==> src/rtl/mux_stream_nx1_pkg.sv <==
// Shared definitions for the mux_stream_nx1 block: project-wide default sizes
// (as `define constants) and the transfer-counter type.
// Optional feature macro used by this block: MUX_RR_ARB_EN (round-robin picker).
`ifndef MUX_STREAM_NX1_DEFS
`define MUX_STREAM_NX1_DEFS
`define MUX_DEF_DATA_W    64
`define MUX_DEF_NUM_CH    4
`define MUX_DEF_OUT_DEPTH 2
`endif

package mux_stream_nx1_pkg;

    localparam int XFER_W = 32;

    typedef logic [XFER_W-1:0] xfer_cnt_t;

    localparam xfer_cnt_t XFER_MAX = '1;

endpackage

==> src/rtl/mux_rr_picker.sv <==
// Combinational round-robin picker: returns the first valid channel found when
// searching upward from ptr+1, wrapping modulo NUM_CH.
module mux_rr_picker
    import mux_stream_nx1_pkg::*;
#(
    parameter int NUM_CH = `MUX_DEF_NUM_CH,
    parameter int PW     = (NUM_CH > 1) ? $clog2(NUM_CH) : 1
) (
    input  logic [NUM_CH-1:0] valid,
    input  logic [PW-1:0]     ptr,
    output logic [PW-1:0]     grant,
    output logic              found
);

    int idx;

    // Scan NUM_CH positions starting just after the last granted channel.
    always_comb begin
        grant = '0;
        found = 1'b0;
        idx   = 0;
        for (int i = 1; i <= NUM_CH; i++) begin
            idx = (int'(ptr) + i) % NUM_CH;
            if (!found && valid[idx]) begin
                found = 1'b1;
                grant = PW'(idx);
            end
        end
    end

endmodule

==> src/rtl/mux_stream_nx1.sv <==
// N:1 stream multiplexer with valid/ready handshake feeding an OUT_DEPTH-entry
// output FIFO. Channel choice is SEL-driven, or round-robin when MODE=1 and the
// design is built with MUX_RR_ARB_EN defined. Without MUX_RR_ARB_EN, MODE is
// ignored and no picker or rr pointer exists.
module mux_stream_nx1
    import mux_stream_nx1_pkg::*;
#(
    parameter int DATA_W    = `MUX_DEF_DATA_W,
    parameter int NUM_CH    = `MUX_DEF_NUM_CH,
    parameter int OUT_DEPTH = `MUX_DEF_OUT_DEPTH,
    parameter int PW        = (NUM_CH > 1) ? $clog2(NUM_CH) : 1
) (
    input  logic                     CLK,
    input  logic                     RST,
    input  logic [NUM_CH*DATA_W-1:0] I_DATA,
    input  logic [NUM_CH-1:0]        I_VALID,
    output logic [NUM_CH-1:0]        I_READY,
    input  logic [PW-1:0]            SEL,
    input  logic                     MODE,
    output logic [DATA_W-1:0]        Y,
    output logic                     Y_VALID,
    input  logic                     Y_READY,
    output logic [31:0]              XFER_CNT
);

    localparam int AW = $clog2(OUT_DEPTH);
    localparam int CW = $clog2(OUT_DEPTH + 1);

    logic [PW-1:0]     grant;
    logic              grant_ok;
    logic [CW-1:0]     count;
    logic [AW-1:0]     wr_ptr;
    logic [AW-1:0]     rd_ptr;
    logic [DATA_W-1:0] mem [OUT_DEPTH];
    logic [DATA_W-1:0] y_q;
    xfer_cnt_t         xfer_q;
    logic              not_full;
    logic              grant_valid;
    logic              push;
    logic              pop;
    logic [DATA_W-1:0] push_data;

    function automatic xfer_cnt_t sat_inc(input xfer_cnt_t v);
        return (v == XFER_MAX) ? v : v + xfer_cnt_t'(1);
    endfunction

`ifdef MUX_RR_ARB_EN
    logic [PW-1:0] rr_ptr;
    logic [PW-1:0] rr_grant;
    logic          rr_found;

    mux_rr_picker #(.NUM_CH(NUM_CH), .PW(PW)) u_picker (
        .valid (I_VALID),
        .ptr   (rr_ptr),
        .grant (rr_grant),
        .found (rr_found)
    );

    // Grant source: round-robin picker in MODE=1, explicit select otherwise.
    always_comb begin
        if (MODE) begin
            grant    = rr_grant;
            grant_ok = rr_found;
        end else begin
            grant    = SEL;
            grant_ok = (32'(SEL) < NUM_CH);
        end
    end

    // rr pointer remembers the last channel pushed in round-robin mode.
    always_ff @(posedge CLK) begin
        if (RST)
            rr_ptr <= PW'(NUM_CH - 1);
        else if (push && MODE)
            rr_ptr <= grant;
    end
`else
    logic unused_mode;
    assign unused_mode = MODE;

    // Grant source: explicit select only; out-of-range SEL grants nothing.
    always_comb begin
        grant    = SEL;
        grant_ok = (32'(SEL) < NUM_CH);
    end
`endif

    // Readiness uses registered occupancy only, so a same-cycle pop never
    // opens a slot and Y_READY has no combinational path to I_READY.
    assign not_full = (count < CW'(OUT_DEPTH));

    // Route the granted channel's data/valid and drive its ready.
    always_comb begin
        push_data   = '0;
        grant_valid = 1'b0;
        I_READY     = '0;
        for (int k = 0; k < NUM_CH; k++) begin
            if (grant_ok && grant == PW'(k)) begin
                push_data   = I_DATA[k*DATA_W +: DATA_W];
                grant_valid = I_VALID[k];
                I_READY[k]  = not_full;
            end
        end
    end

    assign push     = grant_valid && not_full;
    assign pop      = (count != '0) && Y_READY;
    assign Y        = y_q;
    assign Y_VALID  = (count != '0);
    assign XFER_CNT = xfer_q;

    // FIFO control, head register and transfer counter; reset discards contents.
    always_ff @(posedge CLK) begin
        if (RST) begin
            count  <= '0;
            wr_ptr <= '0;
            rd_ptr <= '0;
            y_q    <= '0;
            xfer_q <= '0;
        end else begin
            if (push)
                wr_ptr <= wr_ptr + AW'(1);
            if (pop)
                rd_ptr <= rd_ptr + AW'(1);
            case ({push, pop})
                2'b10:   count <= count + CW'(1);
                2'b01:   count <= count - CW'(1);
                default: count <= count;
            endcase
            if (push && count == '0)
                y_q <= push_data;
            else if (pop) begin
                if (count > CW'(1))
                    y_q <= mem[rd_ptr + AW'(1)];
                else if (push)
                    y_q <= push_data;
            end
            if (push)
                xfer_q <= sat_inc(xfer_q);
        end
    end

    // FIFO storage write; data is not reset.
    always_ff @(posedge CLK) begin
        if (push)
            mem[wr_ptr] <= push_data;
    end

endmodule

==> config.mk <==
export PLATFORM = sky130hd
export DESIGN_NAME = mux_stream_nx1
export DESIGN_NICKNAME = d
export VERILOG_FILES = /design/src/rtl/mux_stream_nx1_pkg.sv /design/src/rtl/mux_rr_picker.sv /design/src/rtl/mux_stream_nx1.sv
export SDC_FILE = /design/constraint.sdc
export NUM_CORES = 1
export LEC_CHECK = 0
export BUFFER_PORTS_ARGS = -buffer_cell sky130_fd_sc_hd__buf_2
export CORE_MARGIN = 2
export CORE_UTILIZATION = 50
export CTS_CLUSTER_DIAMETER = 150
export DETAILED_ROUTE_END_ITERATION = 8
export PLACE_DENSITY = 0.88
export SETUP_SLACK_MARGIN = 0.5
export SLEW_MARGIN = 20
export SYNTH_ARGS = -nofsm -noshare
export SYNTH_HDL_FRONTEND = slang
export SYNTH_SLANG_ARGS = --single-unit
==> constraint.sdc <==
create_clock -name CLK -period 5.55 [get_ports CLK]
set_input_delay 0.2775 -clock CLK [delete_from_list [all_inputs] [get_ports CLK]]
set_output_delay 0.2775 -clock CLK [all_outputs]
set_load 0.1 [all_outputs]
== Word-level counts from Yosys, hierarchy flattened ==
Memory sizes are Yosys's and may differ from the RTL's.
Cells that the tools add are included.

* $add $sub $neg: 5
* $lt $le $gt $ge: 2
* Equal/unequal tests: 6
* Muxes and demuxes: 19
* Bitwise logic cells: 1
* Reduce and logical (&&, ||, !) cells: 11

{| class="wikitable"
|+ Operators by type and width
! operator !! count
|-
| $mux W64 || 8
|-
| $add A32 B1 Y32 const B || 1
|-
| $eq A32 B32 Y1 const B || 1
|-
| $mux W1 || 10
|-
| $eq A2 B2 Y1 const B || 3
|-
| $reduce_bool A2 Y1 || 3
|-
| $eq A2 B1 Y1 const B || 2
|-
| $logic_not A2 Y1 || 2
|-
| $pmux W2 S2 || 1
|-
| $reduce_and A2 Y1 || 2
|-
| $logic_and A1 B1 Y1 || 3
|-
| $reduce_bool A3 Y1 || 1
|-
| $add A1 B1 Y1 const B || 2
|-
| $add A2 B1 Y2 const B || 1
|-
| $gt A2 B1 Y1 const B || 1
|-
| $lt A2 B2 Y1 const B || 1
|-
| $sub A2 B1 Y2 const B || 1
|-
| $not A1 Y1 || 1
|}

* Register bits: 100
* Bits in writable memories: 128
* Bits of input ports: 266
* Output and inout bits: 101
* Memories kept: 1

{| class="wikitable"
|+ Memories
! name !! words !! bits a word !! rd ports !! clocked after Yosys merged registers in !! wr ports !! RTL line !! text
|-
| mem || 2 || 64 || 1 || 0 || 1 || mux_stream_nx1.sv:34 || <nowiki>logic [DATA_W-1:0] mem [OUT_DEPTH];</nowiki>
|}

== Longest topological paths before layout ==
Gate-level depths: netlist (run 1).

* Word-level depth: 10
* Mapped depth: 9
* Gate-level depth less buffers: 7

== Least setup slack after synthesis (run 1) ==
Ideal clock, no wire load.

* Path type: input -> register
* Start point: in SEL[0]
* End point: mem mem[0][0] (netlist bit) (enable)
* Library setup time: 487 ps
* Data arrival time: 3633 ps
* Required time: 5063 ps
* Slack: 1430 ps
* Cell stages on the path: 5
* Path through: buf_4 -> mux4_2 -> and2_1 -> inv_2 -> nor2_1

* Longest elaborated chain between the ends: 8
* Elaborated cells between the ends (all ways): 11

{| class="wikitable"
|+ RTL lines
! what !! RTL line !! text
|-
| start, declared || mux_stream_nx1.sv:18 || <nowiki>input logic [PW-1:0] SEL,</nowiki>
|-
| $logic_not A2 Y1 || mux_stream_nx1.sv:98 || <nowiki>if (grant_ok && grant == PW'(k)) begin</nowiki>
|-
| $mux W1 (3 in series) || mux_stream_nx1.sv:98 ||
|-
| $mux W1 * || mux_stream_nx1.sv:98 ||
|-
| $logic_and A1 B1 Y1 * || mux_stream_nx1.sv:106 || <nowiki>assign push = grant_valid && not_full;</nowiki>
|-
| $mux W1 * || mux_stream_nx1.sv:145 || <nowiki>if (push)</nowiki>
|-
| $mux W1 (not written as such) * || mux_stream_nx1.sv:146 || <nowiki>mem[wr_ptr] <= push_data;</nowiki>
|-
| end, declared || mux_stream_nx1.sv:34 ||
|}

Mark *: on every way between the ends. The rest lies on a longest branch, timed or not.

== Worst setup path in the final report (run 1) ==
* Start point: reg count[1]
* End point: reg y_q[42], in the netlist Y[42]

* Longest elaborated chain between the ends: 5
* Elaborated cells between the ends (all ways): 13

{| class="wikitable"
|+ RTL lines
! what !! RTL line !! text
|-
| start, declared || mux_stream_nx1.sv:31 || <nowiki>logic [CW-1:0] count;</nowiki>
|-
| start signal, assigned || mux_stream_nx1.sv:126 || <nowiki>2'b10: count <= count + CW'(1);</nowiki>
|-
| start signal, assigned || mux_stream_nx1.sv:127 || <nowiki>2'b01: count <= count - CW'(1);</nowiki>
|-
| start signal, assigned || mux_stream_nx1.sv:128 || <nowiki>default: count <= count;</nowiki>
|-
| $lt A2 B2 Y1 || mux_stream_nx1.sv:90 || <nowiki>assign not_full = (count < CW'(OUT_DEPTH));</nowiki>
|-
| $logic_and A1 B1 Y1 || mux_stream_nx1.sv:106 ||
|-
| $logic_and A1 B1 Y1 || mux_stream_nx1.sv:130 || <nowiki>if (push && count == '0)</nowiki>
|-
| $reduce_bool A3 Y1 (no source line) or $reduce_bool A2 Y1 (tied branches) || -- ||
|-
| $reduce_and A2 Y1 (no source line) || -- ||
|-
| end signal, assigned || mux_stream_nx1.sv:131 || <nowiki>y_q <= push_data;</nowiki>
|-
| end signal, assigned || mux_stream_nx1.sv:134 || <nowiki>y_q <= mem[rd_ptr + AW'(1)];</nowiki>
|-
| end signal, assigned || mux_stream_nx1.sv:136 || <nowiki>y_q <= push_data;</nowiki>
|-
| end, declared || mux_stream_nx1.sv:35 || <nowiki>logic [DATA_W-1:0] y_q;</nowiki>
|}

Parallel ways exist; a longest one is shown, timed or not. The select of a mux whose other input is x is not followed.
A chain may end at the register's enable or synchronous reset.

==> results of run 1 <==
[how the worst min path moves through the flow]
stage / from / depth (start not counted) / slack [ns] / to
CTS: I_DATA[186] / 2 / 0.18 / mem[1][58]
floorplan: RST / 2 / 0.45 / XFER_CNT[5]
finish: I_DATA[254] / 2 / 0.20 / mem[0][62]
detailed placement: Y[6] / 2 / 0.44 / Y[6]
global route: I_DATA[186] / 2 / 0.19 / mem[1][58]
global placement: Y[35] / 2 / 0.44 / Y[35]
[worst max-delay path: stages (launching register included)]
cell	delay [ns]
dfxtp_1	0.40
inv_1	0.18
ha_1	0.32
nor3_1	0.40
o22a_2	0.72
buf_4	0.51
o211ai_1	0.16
a21oi_1	0.17
[registers in the layout, summed over array words and instances, names as in the netlist]
name / cells
mem: 128
Y: 64
XFER_CNT: 32
count: 2
rd_ptr: 1
wr_ptr: 1
[layout make-up]
| cell class | count | area, um^2 |
|---|---|---|
| Antenna cell | 3 | 7.507 |
| Clock buffer | 36 | 676.9 |
| Clock inverter | 8 | 62.56 |
| Multi-Input combinational cell | 558 | 4536 |
| Sequential cell | 228 | 5849 |
| Timing Repair Buffer | 376 | 1914 |
| Tap cell | 275 | 344.1 |
| Fill cell | 1597 | 7590 |
| Inverter | 11 | 41.29 |
[placed cells by master, fill, tap and decap left out, types with 3 or more instances in the layout]
cell type    n
nand4_1      9
xor2_1       7
edfxtp_1   128
clkbuf_16   25
mux2i_1     65
o211ai_1    68
a21oi_1     80
and3_1       5
buf_4       13
clkinv_2     5
mux4_2      65
xnor2_1      5
nor2_1      19
nor3_1       4
inv_1       10
nand2_1    140
clkbuf_1    10
nor2b_1      3
o21ai_1      3
o31ai_1      3
ha_1         4
dfxtp_1     99
diode_2      3
o21ai_0     10
or3_1       14
or4_1        9
nand3_1     12
buf_2      363
[cell families after synthesis]
group                      after synthesis  share of synthesized area, %
muxes                                  132                         19.98
AOI/OAI and AO/OA                      176                         10.48
DFF                                    228                         54.66
and+or+nand+nor                        234                         10.30
adders and majority gates                4                        0.4680
xor gates and xnor gates                12                        0.9828
buffers and inverters                   79                         3.124
[cells in the mapped netlist, drive strengths merged]
cell type    n
or3         14
o21ai       13
xor2         7
nor4         4
clkbuf      35
nand4       10
nor4b        1
o31ai        4
mux4        65
and2         2
edfxtp     128
o41ai        2
or4          9
nor3         5
a21oi       80
and3         6
a31o         1
nand2      140
o22a         1
nor3b        2
o22ai        1
nor2b        3
o211ai      69
dfxtp      100
inv         11
mux2         2
and4         2
o311ai       4
buf         33
nor2        21
ha           4
a211oi       1
or2          2
nand3       13
mux2i       65
xnor2        5
[metal layers]
layer | track usage (%) | vias to the layer above | part of all wire (%)
met3 | 4.909 | 44 | 6.9
met4 | 7.736 | 2 | 2.3
met1 | 28.61 | 4158 | 39
met2 | 43.52 | 324 | 52
met5 | 0 | - | 0.039
li1 | - | 3993 | -
[power groups by stage]
| stage | Combinational, mW | Clock [mW] | Sequential (mW) |
|---|---|---|---|
| after floorplan | 0.997 | 0 | 3.50 |
| after global placement | 2.63 | 0 | 2.34 |
| after detailed placement | 2.67 | 0 | 2.36 |
| after CTS | 2.68 | 1.53 | 2.33 |
| after global routing | 2.81 | 1.60 | 2.37 |
| final | 2.67 | 1.50 | 2.33 |
[through the flow]
stage / utilization [%] / worst slack [ns] / hold WS [ns] / instances
final: 63.90 / 2.600 / 0.1993 / 1495
after global routing: 63.86 / 2.376 / 0.1936 / 1492
after CTS: 63.86 / 2.575 / 0.1791 / 1492
after detailed placement: 60.34 / 2.061 / 0.4432 / 1448
after global placement: 60.34 / 2.155 / 0.4407 / 1448
after floorplan: - / 1.430 / 0.4490 / 865
==> metrics.txt, run 1 <==
status completed; TritonCTS buffer count 24; final hold vios 0; Setup Viol. Count Final 0; port bufs 365; initial antenna violation count 3; Yosys top cell by area edfxtp_1; max frequency 339.0 MHz; vias in the first global route about 8,600; PwrDens 484.6 nW/um^2; Final min period 2.950 ns; I/O pins approximately 370; Mapped Area roughly 11,000 um^2; Cell variety after synth 47; DRC 0; die area roughly 23,000 um^2; share of the synthesized area in the top cell type between 30% and 40%; #FFs+latches synth 228; RR Startpoint count[1]; Worst Hold Class primary input to flop; reg2reg end Y[42]; share of layout cells above drive strength 1 slightly above 40%; post-route ant nets 0; RSZ-0062 raised after global routing no; Warnings, synthesis 0; register area share after synthesis 54.66%; CTS Root Cell clkbuf_16; r2r worst-path depth 7; core area roughly 21,000 um^2; largest net degree at the start of global routing 65; Post-DP HPWL 19.15 mm; Synthesized Nets about 1,100; Clock power frac between 20% and 30%; Final Skew roughly 0.016 ns; largest cells by area after synthesis edfxtp_1, dfxtp_1, mux4_2; DIE HEIGHT 150.2 um; Max-cap violations 0; peak supply drop roughly 0.30 mV; CP Data Required Time approximately 6 ns; normalized max-slew margin roughly 25%; flop2flop setup slack 2.60 ns; CP Launch Point count[1]; Flop pwr share between 30% and 40%; CP Capture Type flop; clk_lat worst skew about 0.5 ns; DRT iter0 DRCs slightly above 400; setup tns final 0 ns; # hold bufs at CTS 0; CP startpoint kind flop; area grow syn2layout 25.60%; Tcrit/Tclk final roughly 53%; Final Wtd Congestion roughly 0.81; CP Data Arrival Time between 3 and 4 ns; syn avg cell area 12.36 um^2; total power between 6 and 7 mW; Initial Util 50.87%; postcts setup bufs 0; final instance area roughly 13,000 um^2; Switch Pwr approximately 2.8 mW; Routed WL 28.03 mm; drt first pass iters 5; placed cell areas 12,680 um^2; CP Max Fanout 33; Global Route Usage Sum 24.03%; Comb power frac 41.1%; Post-Syn Instances a little under 900; post-CTS sizing 0; sw frac 43.55%; kind of critical path flop to flop; Final #Nets between 1,000 and 1,500; Routed WL per cell between 15 and 20 um; Slew Limit Fails 0; Least-Margin Pin Slew 1.131 ns; Cell Int Power approximately 3.7 mW; vias per cell approximately 5.7; Clock Tree Buf Depth 3; vias roughly 8,500; standard-cell rows 53; DIE WIDTH 150.2 um; H-tree depth 1; Sink Count around 230; first-pass GRT wire length between 40 and 50 mm; CTS tree built; leakage power roughly 5.2 nW; Worst-path clk slew around 0.060 ns; GR Overflow Total 0; CP Capture Point Y[42]
Power figures use the tool's default switching activity.
==> inputs of run 2 (changes only) <==
clock period = 2.8 ns   (was 5.55 ns; I/O delays follow)
==> metrics.txt, run 2 (same netlist as run 1, synthesis figures left out) <==
Worst-path clk slew 0.06 ns (about the same); vias 8,573 (+0.61%); I/O pins 367 (unchanged); CP Capture Type flop; Final Wtd Congestion 0.8353 (+2.7%); vias in the first global route 8,590 (+0.40%); CTS tree built; drt first pass iters 4 (-1); # hold bufs at CTS 0 (unchanged); hold path start I_DATA[195]; Max-cap violations 0 (unchanged); sw frac 42.93% (-0.62 points); vias per cell 5.715 (+0.27%); Final #Nets 1,473 (+0.27%); CP Max Fanout 8 (-76%); Least-Margin Pin Slew 0.8038 ns (-0.3273 ns); largest stage delay on the critical path 0.50 ns (-0.22 ns); Switch Pwr 5.699 mW (+100%); Clock power frac 24.1% (+1.0 points); H-tree depth 1 (unchanged); TritonCTS buffer count 24 (unchanged); DIE HEIGHT 150.2 um (unchanged); Comb power frac 40.8% (-0.3 points); max frequency 449.4 MHz (+33%); CP Data Required Time 3.20 ns (-2.78 ns); peak supply drop 0.6951 mV (+130%); Initial Util 50.87% (unchanged); CP startpoint kind flop; reg2reg end XFER_CNT[25]; first-pass GRT wire length 44.02 mm (+2.5%); Cell Chain, Critical Path inv_1 > and2_2 > inv_2 > or3_1 > nor4_2 > mux2_1; clk_lat worst skew 0.51 ns (about the same); Placed Cells incl. Taps 1,451 (+0.21%); leading cell type in the layout, fill and taps excluded buf_2; largest net degree at the start of global routing 129 (+98%); fin cells 1,500 (+0.33%); initial antenna violation count 5 (+2); Setup Viol. Count Final 0 (unchanged); DIE WIDTH 150.2 um (unchanged); PwrDens 964.6 nW/um^2 (+99%); kind of critical path flop to flop; final hold vios 0 (unchanged); Post-DP HPWL 19.49 mm (+1.8%); DRT iter0 DRCs 520 (+29%); Sink Count 228 (unchanged); area grow syn2layout 28.70%; r2r worst-path depth 6 (-1); standard-cell rows 53 (unchanged); hold path depth 2 (unchanged); RSZ-0062 raised after global routing yes; Global Route Usage Sum 25.14% (+1.1 points); Flop pwr share 35.1% (-0.7 points); setup tns final 0 ns (unchanged); core area 21,020 um^2 (unchanged); die area 22,570 um^2 (unchanged); Cell Int Power 7.577 mW (+110%); leakage power 5.321 nW (+2.6%); Final Skew 0.02547 ns (+0.009631 ns); normalized max-slew margin 46.42% (+22 points); GR Overflow Total 0 (unchanged); port bufs 365 (unchanged); Final min period 2.225 ns (-0.7246 ns); Routed WL per cell 19.41 um (+3.5%); postcts setup bufs 0 (unchanged); CP Data Arrival Time 2.62 ns (-0.75 ns); Tcrit/Tclk final 79.47% (+26 points); CTS Root Cell clkbuf_16; status completed; flop2flop setup slack 0.57 ns (-2.03 ns); DRC 0 (unchanged); max reg flops 128 (unchanged); Clock Tree Buf Depth 3 (unchanged); Worst Hold Class primary input to flop; CP max stage cell or3_1; share of layout cells above drive strength 1 44.23% (+3.9 points); Worst Hold Path EP mem[1][3]; Slew Limit Fails 0 (unchanged); fillcell total 1,543 (-3.4%); most frequent cells in the layout buf_2, nand2_1, edfxtp_1; Largest Register mem; post-route ant nets 0 (unchanged); Final Core Density 65.47% (+1.6 points); RR Startpoint count[1]; Routed WL 29.12 mm (+3.9%)
run 2: changes by cell type in the layout (fill, tap and decap cells not counted), sizes merged:
cell	change
clkbuf	-2
buf	+2
bufbuf	+1
bufinv	+2
clkinvlp	+1
diode	+1
run 2: final cells by class:
class | instances | area [um^2] | area share, %
Sequential cell | 228 | 5918 | 43.00
Multi-Input combinational cell | 558 | 4617 | 33.55
Timing Repair Buffer | 380 | 2028 | 14.74
Clock buffer | 33 | 675.6 | 4.909
Tap cell | 275 | 344.1 | 2.500
Clock inverter | 11 | 128.9 | 0.9364
Inverter | 11 | 41.29 | 0.3000
Antenna cell | 4 | 10.01 | 0.07273
run 2: what timing repair did:
action / 4_1_cts / 5_1_grt
resized for setup: 4 / 5
pin swaps: 0 / 1
setup endpoints to repair: 66 / 26
cloned: 1 / 0
run 2: how the worst max path moves through the flow:
stage / slack [ns] / startpoint / cells past startpoint / to
2_1_floorplan: 0.50 / XFER_CNT[1] / 8 / XFER_CNT[1]
3_3_place_gp: 0.50 / count[1] / 7 / Y[22]
3_5_place_dp: 0.38 / count[1] / 7 / Y[27]
4_1_cts: 0.48 / XFER_CNT[0] / 6 / XFER_CNT[30]
5_1_grt: 0.47 / count[1] / 6 / XFER_CNT[25]
6_report: 0.57 / count[1] / 6 / XFER_CNT[25]
run 2: metal layers:
metal	wire (um)	up-vias	global-route usage, %
met5	0	-	0
li1	-	4012	-
met3	2326	50	4.667
met2	15090	380	46.83
met1	10880	4131	29.38
met4	816	0	7.453
run 2: critical path, delay by kind of cell (launching register included):
kind,cells,cell delay (ns)
buffers and inverters,2,0.36
flip-flops,1,0.36
multiplexers,1,0.34
AND/OR/NAND/NOR,3,1.04
run 2: power by group through the flow:
stage                     clock [mW]  sequential, mW  combinational (mW)
after global placement             0            4.69                5.26
after global routing            3.41            4.73                5.72
after floorplan                    0            6.92                1.99
final                           3.20            4.66                5.42
after CTS                       3.28            4.67                5.46
after detailed placement           0            4.73                5.35
run 2: metrics by stage:
step / cell area, um^2 / power [mW] / worst slack [ns] / hold WS (ns)
CTS: 13730 / 13.40 / 0.4839 / 0.04297
detailed placement: 12870 / 10.09 / 0.3790 / 0.4430
finish: 13760 / 13.28 / 0.5748 / 0.05961
global route: 13760 / 13.87 / 0.4659 / 0.04399
floorplan: 10820 / 8.911 / 0.5001 / 0.3013
global placement: 12870 / 9.949 / 0.5033 / 0.4409
==> inputs of run 3 (changes only) <==
clock period = 2.3 ns   (was 2.8 ns; I/O delays follow)
==> metrics.txt, run 3 (same netlist as run 1, synthesis figures left out) <==
status completed; Routed WL 34.15 mm (+17%); Final Wtd Congestion 0.8393 (+0.48%); fin cells 1,538 (+2.5%); largest net degree at the start of global routing 93 (-28%); standard-cell rows 53 (unchanged); Worst Hold Class primary input to flop; DRT iter0 DRCs 658 (+27%); Max-cap violations 0 (unchanged); GR Overflow Total 0 (unchanged); post-route ant nets 0 (unchanged); CP Data Arrival Time 2.67 ns (+0.05 ns); flop2flop setup slack 0.06 ns (-0.51 ns); DRC 0 (unchanged); Least-Margin Pin Slew 0.7155 ns (-0.08824 ns); peak supply drop 1.095 mV (+58%); final instance area 14,650 um^2 (+6.5%); Post-DP HPWL 20.22 mm (+3.7%); Largest Register mem; placed cell areas 13,070 um^2 (+1.5%); normalized max-slew margin 52.30% (+5.9 points); CP Data Required Time 2.73 ns (-0.47 ns); # hold bufs at CTS 0 (unchanged); vias in the first global route 9,076 (+5.7%); Final Skew 0.01036 ns (-0.01510 ns); core area 21,020 um^2 (unchanged); H-tree depth 1 (unchanged); Clock Tree Buf Depth 3 (unchanged); share of layout cells above drive strength 1 48.45% (+4.2 points); max reg flops 128 (unchanged); area grow syn2layout 37.03%; vias per cell 5.998 (+4.9%); hold path start I_DATA[61]; max frequency 446.9 MHz (-0.56%); CTS tree built; leading cell type in the layout, fill and taps excluded buf_2; RR Startpoint XFER_CNT[1]; clk_lat worst skew 0.52 ns (about the same); I/O pins 367 (unchanged); Routed WL per cell 22.20 um (+14%); initial antenna violation count 3 (-2); vias 9,225 (+7.6%); Worst-path clk slew 0.06 ns (about the same); CTS Root Cell clkbuf_16; Placed Cells incl. Taps 1,452 (+0.069%); Setup Viol. Count Final 0 (unchanged); Tcrit/Tclk final 97.29% (+18 points); first-pass GRT wire length 46.93 mm (+6.6%); drt first pass iters 5 (+1); Final #Nets 1,513 (+2.7%); CP startpoint kind flop; Sink Count 228 (unchanged); Slew Limit Fails 0 (unchanged); TritonCTS buffer count 24 (unchanged); leakage power 5.694 nW (+7.0%); CP Launch Point XFER_CNT[1]; DIE WIDTH 150.2 um (unchanged); PwrDens 1166 nW/um^2 (+21%); fillcell total 1,443 (-6.5%); RSZ-0062 raised after global routing yes; final hold vios 0 (unchanged); CP Capture Type flop; setup tns final 0 ns (unchanged); most frequent cells in the layout buf_2, nand2_1, edfxtp_1; Final Core Density 69.71% (+4.2 points); die area 22,570 um^2 (unchanged); Final min period 2.238 ns (+0.01255 ns); Global Route Usage Sum 26.76% (+1.6 points); DIE HEIGHT 150.2 um (unchanged); CP Max Fanout 6 (-2); port bufs 365 (unchanged); Initial Util 50.87% (unchanged); kind of critical path flop to flop
==> run 3: cell count changes in the layout (fill, tap and decap cells not counted), sizes merged <==
cell    delta
inv        +2
and3       +1
clkbuf     +1
diode      -2
buf       +36
==> run 3: area by class of cell <==
type / instances / area (um^2) / area share [%]
flip-flops and latches: 228 / 5972 / 40.75
multi-input cells: 559 / 4858 / 33.15
repair buffers: 419 / 2584 / 17.63
clock buffers: 31 / 676.9 / 4.619
well taps: 275 / 344.1 / 2.348
clock inverters: 13 / 167.7 / 1.144
inverters: 11 / 46.29 / 0.3159
diodes: 2 / 5.005 / 0.03415
==> run 3: per-stage QoR <==
stage	hold slack (ns)	setup slack [ns]	power, mW
after detailed placement	0.4434	0.07342	12.41
after floorplan	0.2763	0.03979	10.88
final	0.02265	0.06225	17.09
after global placement	0.4395	0.1832	12.22
after CTS	0.007392	0.2410	16.82
after global routing	0.009698	0.05325	17.70
==> run 3: final timing paths <==
check                     end  cells after the start
hold / removal     mem[1][61]                      2
setup / recovery  XFER_CNT[4]                      8
setup reg to reg  XFER_CNT[4]                      8
hold reg to reg         Y[50]                      2
==> run 3: report_power, final <==
part	switching [mW]	internal, mW	total (mW)
sequential	0.396	5.25	5.65
combinational	5.39	1.97	7.35
clock	1.65	2.44	4.09
==> run 3: timing repair <==
item,in CTS,in global routing
endpoints found under the setup margin,160,96
setup buffers,21,10
gates cloned,6,3
resized for setup,26,35
pin swaps,19,19
==> run 3: worst max-delay path, cell delays in order, from the launching register on <==
cell     delay [ns]
dfxtp_4        0.37
ha_4           0.16
nand3_4        0.11
or4_4          0.61
o31ai_4        0.29
buf_6          0.16
buf_16         0.11
o21ai_1        0.12
a21oi_2        0.21
==> run 3: layer usage <==
| layer | vias to the layer above | share of wire [%] | track usage [%] | wire, um |
|---|---|---|---|---|
| li1 | 4088 | - | - | - |
| met1 | 4460 | 35 | 30.83 | 12040 |
| met2 | 551 | 51 | 47.40 | 17510 |
| met3 | 124 | 9.0 | 5.424 | 3085 |
| met4 | 2 | 4.4 | 13.30 | 1493 |
| met5 | - | 0.038 | 0 | 13 |
